<file path="src/rtl/multi_chan_accum.sv">
// multi_chan_accum: NUM_CH-channel accumulator bank with sticky overflow flags and a
// clear-on-read dump stream over a valid/ready port.
// Optional build macro MULTI_CHAN_ACCUM_SATURATE_EN: clamp to all-ones on carry out
// instead of wrapping.
//
// state | meaning
// ------+---------------------------------------------------------------
// IDLE  | accepting samples (o_ready=1), waiting for a dump request
// DUMP  | streaming acc[ptr]/ovf[ptr]; each handshake clears that channel
module multi_chan_accum #(
  parameter int NUM_CH    = 4,
  parameter int BUS_WIDTH = 4,
  parameter int ACC_WIDTH = 8,
  localparam int CH_W     = $clog2(NUM_CH)
) (
  input  logic                 i_clk,
  input  logic                 i_arst_n,
  input  logic                 i_valid,
  output logic                 o_ready,
  input  logic [CH_W-1:0]      i_ch,
  input  logic [BUS_WIDTH-1:0] i_din,
  input  logic                 i_dump,
  output logic                 o_valid,
  input  logic                 i_ready,
  output logic [CH_W-1:0]      o_ch,
  output logic [ACC_WIDTH-1:0] o_data,
  output logic                 o_ovf,
  output logic                 o_busy
);

  if (ACC_WIDTH < BUS_WIDTH) begin : g_bad_width
    $error("multi_chan_accum: ACC_WIDTH must be >= BUS_WIDTH");
  end

  if (NUM_CH < 2) begin : g_bad_num_ch
    $error("multi_chan_accum: NUM_CH must be >= 2");
  end

  localparam logic [CH_W-1:0] LAST_PTR = CH_W'(NUM_CH - 1);
  localparam logic [CH_W:0]   CH_LIMIT = (CH_W + 1)'(NUM_CH);

  typedef enum logic {
    IDLE = 1'b0,
    DUMP = 1'b1
  } state_t;

  state_t                 state;
  logic [CH_W-1:0]        ptr;
  logic [ACC_WIDTH-1:0]   acc [NUM_CH];
  logic                   ovf [NUM_CH];

  logic                   ch_ok;
  logic [CH_W-1:0]        ch_idx;
  logic                   accept;
  logic                   take;
  logic [ACC_WIDTH:0]     sum;
  logic                   carry;
  logic [ACC_WIDTH-1:0]   add_next;

  // Out-of-range channel tags are dropped; ch_idx is forced in range so the read is always legal.
  always_comb begin
    ch_ok  = ({1'b0, i_ch} < CH_LIMIT);
    ch_idx = ch_ok ? i_ch : '0;
    accept = i_valid && o_ready && ch_ok;
    take   = o_valid && i_ready;
  end

  // One-bit-wider add so the carry out is visible; the carry drives the sticky flag.
  always_comb begin
    sum   = {1'b0, acc[ch_idx]} + {{(ACC_WIDTH + 1 - BUS_WIDTH){1'b0}}, i_din};
    carry = sum[ACC_WIDTH];
`ifdef MULTI_CHAN_ACCUM_SATURATE_EN
    add_next = carry ? {ACC_WIDTH{1'b1}} : sum[ACC_WIDTH-1:0];
`else
    add_next = sum[ACC_WIDTH-1:0];
`endif
  end

  // Control FSM; o_valid/o_busy/o_ready are registered alongside the state so reset drops them at once.
  always_ff @(posedge i_clk or negedge i_arst_n) begin
    if (!i_arst_n) begin
      state   <= IDLE;
      ptr     <= '0;
      o_valid <= 1'b0;
      o_busy  <= 1'b0;
      o_ready <= 1'b1;
    end else begin
      case (state)
        IDLE: begin
          if (i_dump) begin
            state   <= DUMP;
            ptr     <= '0;
            o_valid <= 1'b1;
            o_busy  <= 1'b1;
            o_ready <= 1'b0;
          end
        end
        DUMP: begin
          if (take) begin
            if (ptr == LAST_PTR) begin
              state   <= IDLE;
              ptr     <= '0;
              o_valid <= 1'b0;
              o_busy  <= 1'b0;
              o_ready <= 1'b1;
            end else begin
              ptr <= ptr + 1'b1;
            end
          end
        end
        default: begin
          state   <= IDLE;
          ptr     <= '0;
          o_valid <= 1'b0;
          o_busy  <= 1'b0;
          o_ready <= 1'b1;
        end
      endcase
    end
  end

  // Accumulator bank: samples only land in IDLE and clears only happen in DUMP, so they never collide.
  always_ff @(posedge i_clk or negedge i_arst_n) begin
    if (!i_arst_n) begin
      for (int i = 0; i < NUM_CH; i++) begin
        acc[i] <= '0;
        ovf[i] <= 1'b0;
      end
    end else begin
      for (int i = 0; i < NUM_CH; i++) begin
        if (take && (ptr == CH_W'(i))) begin
          acc[i] <= '0;
          ovf[i] <= 1'b0;
        end else if (accept && (ch_idx == CH_W'(i))) begin
          acc[i] <= add_next;
          ovf[i] <= ovf[i] | carry;
        end
      end
    end
  end

  // Presented word is a plain read of stable registers, so it holds under backpressure.
  always_comb begin
    o_ch   = ptr;
    o_data = acc[ptr];
    o_ovf  = ovf[ptr];
  end

endmodule

</file>
<file path="config.mk">
export PLATFORM = sky130hd
export DESIGN_NAME = multi_chan_accum
export DESIGN_NICKNAME = d
export VERILOG_FILES = /design/src/rtl/multi_chan_accum.sv
export SDC_FILE = /design/constraint.sdc
export NUM_CORES = 1
export LEC_CHECK = 0
export CAP_MARGIN = 20
export CELL_PAD_IN_SITES_DETAIL_PLACEMENT = 0
export CELL_PAD_IN_SITES_GLOBAL_PLACEMENT = 2
export CORE_MARGIN = 3
export CORE_UTILIZATION = 35
export CTS_BUF_LIST = sky130_fd_sc_hd__clkbuf_4
export CTS_CLUSTER_SIZE = 30
export DETAILED_ROUTE_END_ITERATION = 10
export PLACE_DENSITY_LB_ADDON = 0.05
export SLEW_MARGIN = 5
export SYNTH_ARGS = -nofsm -noshare
export SYNTH_HDL_FRONTEND = slang
export SYNTH_SLANG_ARGS = --single-unit
</file>
<file path="constraint.sdc">
create_clock -name i_clk -period 2.6 [get_ports i_clk]
set_input_delay 0.39 -clock i_clk [delete_from_list [all_inputs] [get_ports i_clk]]
set_output_delay 0.39 -clock i_clk [all_outputs]
set_load 0.03 [all_outputs]
</file>
# Yosys cells after proc, flatten, opt, wreduce, memory -nomap -nowiden
# Index checks and enable logic that the tools add are counted.
# word_totals
in_bits,11
ff_bits,41
wordCells,91
# op_classes
reduce_logical,18
bitwise,7
muxes,41
n_lt_le_gt_ge,2
n_eq_ne,9
add_sub_neg,2
# ops
operator,n
$mux W8,12
$bmux W8 S2,2
$mux W1,19
$logic_and A1 B1 Y1,10
$add A8 B4 Y9,1
$eq A2 B2 Y1 const B,4
$reduce_bool A2 Y1,4
$ge A3 B3 Y1 const B,2
$mux W2,3
$not A2 Y3,2
$pmux W1 S2,3
$eq A2 B1 Y1 const B,2
$logic_not A2 Y1,2
$ne A2 B1 Y1 const B,2
$or A1 B1 Y1,4
$pmux W2 S2,1
$reduce_and A3 Y1,1
$add A2 B1 Y2 const B,1
$bmux W1 S2,1
$ne A2 B2 Y1 const B,1
$reduce_and A2 Y1,1
$not A1 Y1,1

# Depth between registers and ports, before layout
# Gate-level depths: netlist (run 1).
# logic_depth
depth_word,8
mapped_depth,9
depth_no_buf,8

# Worst setup path after synthesis (run 1)
# Ideal clock, no wire load.
# synth_timing
path_type,input to register
from,in i_ch[0]
to,reg acc[6] in the netlist's numbering
arrival_time_ns,2.584
n_path_buf,1
required_ns,2.460
path_stages,9
setup_slack_ns,-0.124
cell_sequence,buf_4 mux4_2 ha_1 fa_1 a21o_1 a21oi_1 or2_4 xor2_2 a211oi_2
# synth_via
elab_chain_len,7
# synth_lines
item,line_no,source
"start, declared",20,"input logic [CH_W-1:0] i_ch,"
$not A2 Y3 (implied by the code),70,"sum = {1'b0, acc[ch_idx]} + {{(ACC_WIDTH + 1 - BUS_WIDTH){1'b0}}, i_din};"
$bmux W8 S2,70,
$mux W8 (implied by the code) (2 in a row),70,
$add A8 B4 Y9,70,
$mux W8,134,end else if (accept && (ch_idx == CH_W'(i))) begin
$mux W8,131,if (take && (ptr == CH_W'(i))) begin
"end signal, assigned by index",135,acc[i] <= add_next;
"end, declared",49,logic [ACC_WIDTH-1:0] acc [NUM_CH];
# Parallel ways exist; a longest one is shown, timed or not. The select of a mux whose other input is x is not followed.
# A chain may end at the register's enable or synchronous reset.

# Worst setup path in the final report (run 1)
# layout_timing
from,"reg ptr[0], in the netlist o_ch[0]"
to,out o_data[4]
# layout_via
elab_chain_len,4
# layout_lines
item,line_no,source
"start, declared",48,logic [CH_W-1:0] ptr;
"start signal, assigned",107,ptr <= ptr + 1'b1;
$not A2 Y3 (implied by the code),145,o_data = acc[ptr];
$bmux W8 S2,145,
$mux W8 (implied by the code) (2 in a row),145,
"end, declared",26,"output logic [ACC_WIDTH-1:0] o_data,"
# Every way passes these cells. The select of a mux whose other input is x is not followed.

==> results of run 1 <==
[synth_stat cells]
cell type / number / area share [%]
a211oi_1: 14 / 4.4
o21ai_0: 6 / 1.3
mux4_2: 16 / 15
and3_1: 4 / 1.1
mux2i_1: 10 / 4.2
fa_1: 1 / 0.85
o2111ai_1: 1 / 0.37
nand3_1: 2 / 0.42
nand4_1: 1 / 0.26
and4_1: 1 / 0.37
a21oi_1: 11 / 2.3
nor3_1: 4 / 0.85
buf_2: 4 / 0.85
a21o_1: 2 / 0.64
nor2_1: 29 / 4.6
inv_1: 6 / 0.95
buf_1: 3 / 0.48
or2_4: 1 / 0.37
ha_1: 8 / 4.2
and2_1: 1 / 0.26
a2bb2oi_1: 4 / 1.5
xor2_2: 1 / 0.69
a211oi_2: 4 / 2.1
dfstp_2: 1 / 1.1
dfrtp_1: 40 / 42
clkbuf_1: 5 / 0.79
xnor2_1: 2 / 0.74
buf_4: 3 / 0.95
nor3b_2: 1 / 0.53
nand2_1: 16 / 2.5
nor3b_1: 1 / 0.32
nor4b_1: 1 / 0.37
mux4_1: 1 / 1.1
xor2_1: 2 / 0.74
[logic make-up (layout without fill, tap and decap cells)]
group,Yosys count,in the layout
simple gates,62,62
compound gates,42,42
flops,41,41
mux,27,27
buf+inv,21,61
fa+ha+maj,9,9
xor+xnor,5,5
[critical path, delay by kind of cell, from the launching register on]
kind | cells | cell delay [ns]
flops | 1 | 0.34
buf+inv | 2 | 0.88
mux | 1 | 0.56
[sequential cells by signal (all words and copies together), names as in the netlist]
signal and flops:
o_ch 2, o_busy 1, ovf 4, o_ready 1
acc 32, state 1
[layer usage]
layer  track usage [%]  wire (µm)  share of wire (%)
met1             26.29       2932                 45
met3             3.387        383                5.8
met4             4.121         76                1.2
met5                 0          0                  0
met2             30.41       3180                 48
[per-stage QoR]
step                area (µm²)  power, µW  setup WS, ns  setup TNS (ns)  std cells
detailed placement        2834       3239       -0.6397          -14.28        315
finish                    2912       3564       0.07665               0        324
floorplan                 2380       2481       0.01982               0        207
global placement          2834       3206       -0.5576          -12.50        315
global route              2912       3832     0.0003053               0        324
CTS                       2892       3569      0.006301               0        324
[repair_timing]
item / CTS / global route
resized for setup: 2 / 7
endpoints found under the setup margin: 23 / 22
pin swaps: 1 / 1
setup buffers: 1 / 0
[area by class of cell]
type / count / area, µm²
multi-input cells: 145 / 1280
clock inverters: 3 / 12.51
inverters: 6 / 22.52
fillers: 603 / 3547
repair buffers: 47 / 435.4
flip-flops and latches: 41 / 1027
clock buffers: 5 / 37.54
well taps: 77 / 96.34
[path summary, 6_finish.rpt]
path                       startpoint        end  slack (ns)  depth (start not counted)
hold reg to reg               o_ready    o_ready        0.54                          2
setup / recovery              o_ch[0]  o_data[4]        0.08                          3
min in group i_clk            o_ready    o_ready        0.54                          2
hold / removal               i_arst_n     acc[9]        0.16                          1
setup reg to reg               acc[0]    acc[30]        0.14                          8
max in group asynchronous    i_arst_n     o_busy        1.85                          1
[where the power goes]
| part | leakage (µW) | internal [µW] | total (µW) | switching (µW) |
|---|---|---|---|---|
| Combinational | 0.000714 | 1010 | 2100 | 1090 |
| Clock | 0.0000300 | 98.1 | 307 | 209 |
| Sequential | 0.000504 | 917 | 1150 | 235 |
==> results.md, run 1 <==
* Post-route clock skew at 0.009956 ns
* Synth Area per Inst at approximately 11 µm²
* Startpoint type of the worst setup path: flip-flop
* Maximum root-to-sink buffer count at 2
* Effective utilization at floorplan at between 30% and 40%
* Crit path cell chain: buf_4 -> mux4_2 -> clkdlybuf4s50_1
* Pin count of the biggest net entering global routing at 42
* Synth-to-Final Area Change at 23.25%
* Via count of the first global-routing pass at 1923
* Complex-gate fraction of the synthesized area at 12.66%
* Syn Std Cell Area at 2362 µm²
* Iteration-0 DRC Markers at 121
* Placement row count at 29
* Run status: completed
* Number of hold-slack violations in the final timing report at 0
* Slew Limit Fails at 0
* Wire length of the first global-routing pass at 10740 µm
* Share of cells above drive strength 1 at 24.70%
* Net count of the finished layout at 266
* Peak Freq at around 400 MHz
* Leakage power figure at 0.001248 µW
* Core Box Area at roughly 6500 µm²
* Horizontal die dimension at approximately 90 µm
* Net count after synthesis at 227
* GP Congestion at 0.8835
* Total congestion overflow after global routing at 0
* Die height at 88.16 µm
* Setup violations, final at 0
* All-Layer GR Usage at 18.72%
* Final worst hold slack at ~0.16 ns
* Most frequent cells in the layout: 40 x dfrtp_1, 29 x nor2_1, 21 x buf_4
* Unrepaired setup endpoints after global routing: false
* Maximum cell stage delay along the critical path at 0.61 ns
* Share of synthesized area spent on multiplexers at 20.60%
* Crit path capture type: output pin
* Insertion delay of the later-clocked pin in the worst-skew pair at 0.35 ns
* Number of synthesis warnings at 0
* First drt pass iteration count at 4
* Most common library cell in the layout ignoring fill and taps: dfrtp_1
* CTS root buffer: clkbuf_4
* Required time of the worst setup path at 2.21 ns
* Vias per cell at around 5.6
* Total die area at 7771 µm²
* Remaining number of nets flagged by the antenna check after routing at 0
* HPWL Detailed at 4687 µm
* Hold buffer count at CTS at 0
* Pwr Density at roughly 1200 nW/µm²
* Worst-case headroom to the max-slew limit at a little under two fifths
* Simple-gate share of the synthesized area at a little under an eighth
* Data arrival, critical path at 2.13 ns
* Total Routed Length at 6573 µm
* CTS clk-pin slew, worst paths at 0.13 ns
* Count of clock tree sinks at approximately 40
* Distinct cell type count of the synthesized netlist at 34
* Diodes inserted at 0
* Util after Layout at 45.08%
* Fraction of the yosys area taken by sequential cells at between 40% and 50%
* Adder-cell share of the synthesized area at 5.085%
* Worst-path maximum fanout at 13
* Share of the clock period used by the worst path at approximately 97%
* H-tree Lvls at 2
* Min Tclk post-route at 2.523 ns
* Worst voltage drop across the vdd grid at 0.0005515 V
* Count of input and output buffers at 24
* Worst Hold Class: input pin to asynchronous set/reset pin
* Xor and xnor area share after synthesis at 2.172%
* TritonCTS buffer count at 5
* Worst-margin pin slew at about 0.93 ns
* Kind of critical path: flip-flop to output pin
* Max capacitance violation total at 0
* Final routed wire length divided by cell count at 20.29 µm
* Number of antenna violations at the first check in global routing at 0
* CTS tree: built
* Number of flip-flops and latches in the synthesized netlist at 41
* Top-Level Pins at 25
* Largest family of logic cells by synthesized area: multiplexers
* Via count at approximately 1.8k
* Total DRC errors in the routed layout at 0
* Gate count of the mapped netlist at between 200 and 250
* Critical-path cell with the highest stage delay: clkdlybuf4s50_1
(Power assumes the default switching activity.)
==> run 2: changes to the inputs <==
--- a/config.mk
+++ b/config.mk
@@ -9,7 +9,7 @@
 export CELL_PAD_IN_SITES_DETAIL_PLACEMENT = 0
 export CELL_PAD_IN_SITES_GLOBAL_PLACEMENT = 2
 export CORE_MARGIN = 3
-export CORE_UTILIZATION = 35
+export CORE_UTILIZATION = 25
 export CTS_BUF_LIST = sky130_fd_sc_hd__clkbuf_4
 export CTS_CLUSTER_SIZE = 30
 export DETAILED_ROUTE_END_ITERATION = 10
@@ -18,3 +18,4 @@
 export SYNTH_ARGS = -nofsm -noshare
 export SYNTH_HDL_FRONTEND = slang
 export SYNTH_SLANG_ARGS = --single-unit
+export TNS_END_PERCENT = 100
==> run 2 against run 1 <==
Register-to-register slack is essentially flat. Count of clock-buffer cells in the layout up 1. Final cell count rose by 10%. Clock skew is 0.0017 ns higher. Critical endpoint unchanged. Via count is 1.3% lower.
==> results.md, run 2 (same netlist as run 1, synthesis figures left out) <==
* Run status: completed
* GP Congestion at 0.7977 (-9.7%)
* Maximum cell stage delay along the critical path at 0.61 ns (about the same)
* Worst Hold Class: input pin to asynchronous set/reset pin
* Routed wire length on met2 at 3345 µm (+5.2%)
* CTS tree: built
* Worst Setup EP: o_data[4]
* Total congestion overflow after global routing at 0 (unchanged)
* Synth-to-Final Area Change at 25.26%
* Top-Level Pins at 25 (unchanged)
* Die height at 103.2 µm (+17%)
* Minimum setup slack after placement at -0.6561 ns (-0.01636 ns)
* Crit path cell chain: buf_4 -> mux4_2 -> clkdlybuf4s50_1
* Unrepaired setup endpoints after global routing: false
* Worst R2R Path Depth at 8 (unchanged)
* Worst-case headroom to the max-slew limit at 34.46% (-3.5 points)
* Remaining number of nets flagged by the antenna check after routing at 0 (unchanged)
* Net count of the finished layout at 269 (+1.1%)
* Worst voltage drop across the vdd grid at 0.0002992 V (-46%)
* TritonCTS buffer count at 5 (unchanged)
* Total Routed Length at 6894 µm (+4.9%)
* Total DRC errors in the routed layout at 0 (unchanged)
* CTS clk-pin slew, worst paths at 0.13 ns (about the same)
* Via count at 1782 (-1.3%)
* Critical-path cell with the highest stage delay: clkdlybuf4s50_1
* Count of clock tree sinks at 41 (unchanged)
* Iteration-0 DRC Markers at 47 (-61%)
* First drt pass iteration count at 4 (unchanged)
* Util after Layout at 33.12% (-12 points)
* Power Total at 3574 µW (+0.27%)
* Worst reg2reg setup slack at 0.15 ns (about the same)
* Insertion delay of the later-clocked pin in the worst-skew pair at 0.34 ns (about the same)
* Worst-path maximum fanout at 13 (unchanged)
* Most frequent cells in the layout: 40 x dfrtp_1, 29 x nor2_1, 25 x buf_4
* Cell Count, Final, Fillers Out at 357 (+10%)
* Horizontal die dimension at 103.2 µm (+17%)
* Number of antenna violations at the first check in global routing at 0 (unchanged)
* M1 wire length at 3241 µm (+11%)
* Setup violations, final at 0 (unchanged)
* Final worst-path setup slack at 0.1315 ns (+0.05485 ns)
* Wire length of the first global-routing pass at 11070 µm (+3.1%)
* CTS root buffer: clkbuf_4
* Most common library cell in the layout ignoring fill and taps: dfrtp_1
* Post-route clock skew at 0.01161 ns (+0.001657 ns)
* Pin count of the biggest net entering global routing at 42 (unchanged)
* Peak Freq at 405.1 MHz (+2.2%)
* Data arrival, critical path at 2.08 ns (-0.05 ns)
* Flip-flop count of the largest register after layout at 32 (unchanged)
* Share of cells above drive strength 1 at 25.30% (+0.60 points)
* Pwr Density at 1208 nW/µm² (-1.3%)
* Diodes inserted at 0 (unchanged)
* Min Tclk post-route at 2.468 ns (-0.05485 ns)
* Cell total after placement at 350 (+11%)
* Share of the clock period used by the worst path at 94.94% (-2.1 points)
* Total die area at 10650 µm² (+37%)
* Slew Limit Fails at 0 (unchanged)
* Maximum root-to-sink buffer count at 2 (unchanged)
* Hold buffer count at CTS at 0 (unchanged)
* Worst-margin pin slew at 0.9831 ns (+0.05219 ns)
* Number of hold-slack violations in the final timing report at 0 (unchanged)
* Count of input and output buffers at 24 (unchanged)
* Placement row count at 34 (+17%)
* Effective utilization at floorplan at 26.44% (-10 points)
* Start point of the critical path: o_ch[0]
* Leakage power figure at 0.001273 µW (+2.0%)
* Startpoint type of the worst setup path: flip-flop
* Reg2reg start: acc[0]
* Required time of the worst setup path at 2.21 ns (about the same)
* Capture point of the worst reg-to-reg path: acc[6]
* HPWL Detailed at 5141 µm (+9.7%)
* Max capacitance violation total at 0 (unchanged)
* Crit path capture type: output pin
* Final routed wire length divided by cell count at 19.31 µm (-4.8%)
* Via count of the first global-routing pass at 1944 (+1.1%)
* Core Box Area at 8934 µm² (+38%)
* Vias per cell at 4.992 (-10%)
* H-tree Lvls at 2 (unchanged)
* All-Layer GR Usage at 14.24% (-4.5 points)
* Largest reg by FF count: acc
* Wire length on met3 at 227 µm (-41%)
* DR top layer: met4
* Kind of critical path: flip-flop to output pin
-- run 2: changes by cell type in the layout (fill, tap and decap cells not counted), moves of 2 or more --
cell,before,now
buf_4,21,25
a211oi_1,12,14
a211oi_2,6,4
clkdlybuf4s50_1,19,17
-- run 2: critical path, delay by kind of cell (launching register included) --
| kind | cells | cell delay [ns] |
|---|---|---|
| buffers and inverters | 2 | 0.87 |
| DFF | 1 | 0.34 |
| muxes | 1 | 0.53 |
-- run 2: layout make-up --
| class | instances | area, µm² |
|---|---|---|
| Sequential cell | 41 | 1027 |
| Timing Repair Buffer | 50 | 446.7 |
| Clock inverter | 1 | 3.754 |
| Clock buffer | 6 | 45.04 |
| Multi-Input combinational cell | 145 | 1279 |
| Tap cell | 108 | 135.1 |
| Fill cell | 925 | 5974 |
| Inverter | 6 | 22.52 |
-- run 2: power breakdown --
part	total (µW)	internal (µW)	switching, µW
clock	318	109	209
combinational	2110	1010	1100
sequential	1150	917	229
total	3570	2040	1540
-- run 2: worst min path at each step --
stage | from | depth (start not counted) | slack (ns) | to
floorplan | i_arst_n | 0 | 0.09 | acc[0]
global placement | o_ready | 2 | 0.50 | o_ready
detailed placement | o_ready | 2 | 0.51 | o_ready
CTS | i_arst_n | 1 | 0.21 | acc[31]
global route | i_arst_n | 1 | 0.23 | acc[31]
finish | i_arst_n | 1 | 0.19 | acc[31]
-- run 2: what timing repair did --
action	in CTS	in global routing
setup buffers	0	0
cloned	0	0
setup endpoints to repair	20	14
pin swaps	1	1
gates resized for setup	3	8
-- run 2: per-layer routing --
layer | up-vias | GRT usage (%)
met4 | 0 | 4.084
met1 | 908 | 19.32
met5 | - | 0
met3 | 6 | 3.085
met2 | 26 | 22.99
li1 | 842 | -
-- run 2: through the flow --
step | instance area, µm² | hold slack, ns | setup TNS (ns)
floorplan | 2380 | 0.09441 | 0
global placement | 2885 | 0.5044 | -14.07
detailed placement | 2885 | 0.5124 | -14.02
CTS | 2939 | 0.2077 | 0
global route | 2959 | 0.2305 | 0
finish | 2959 | 0.1897 | 0
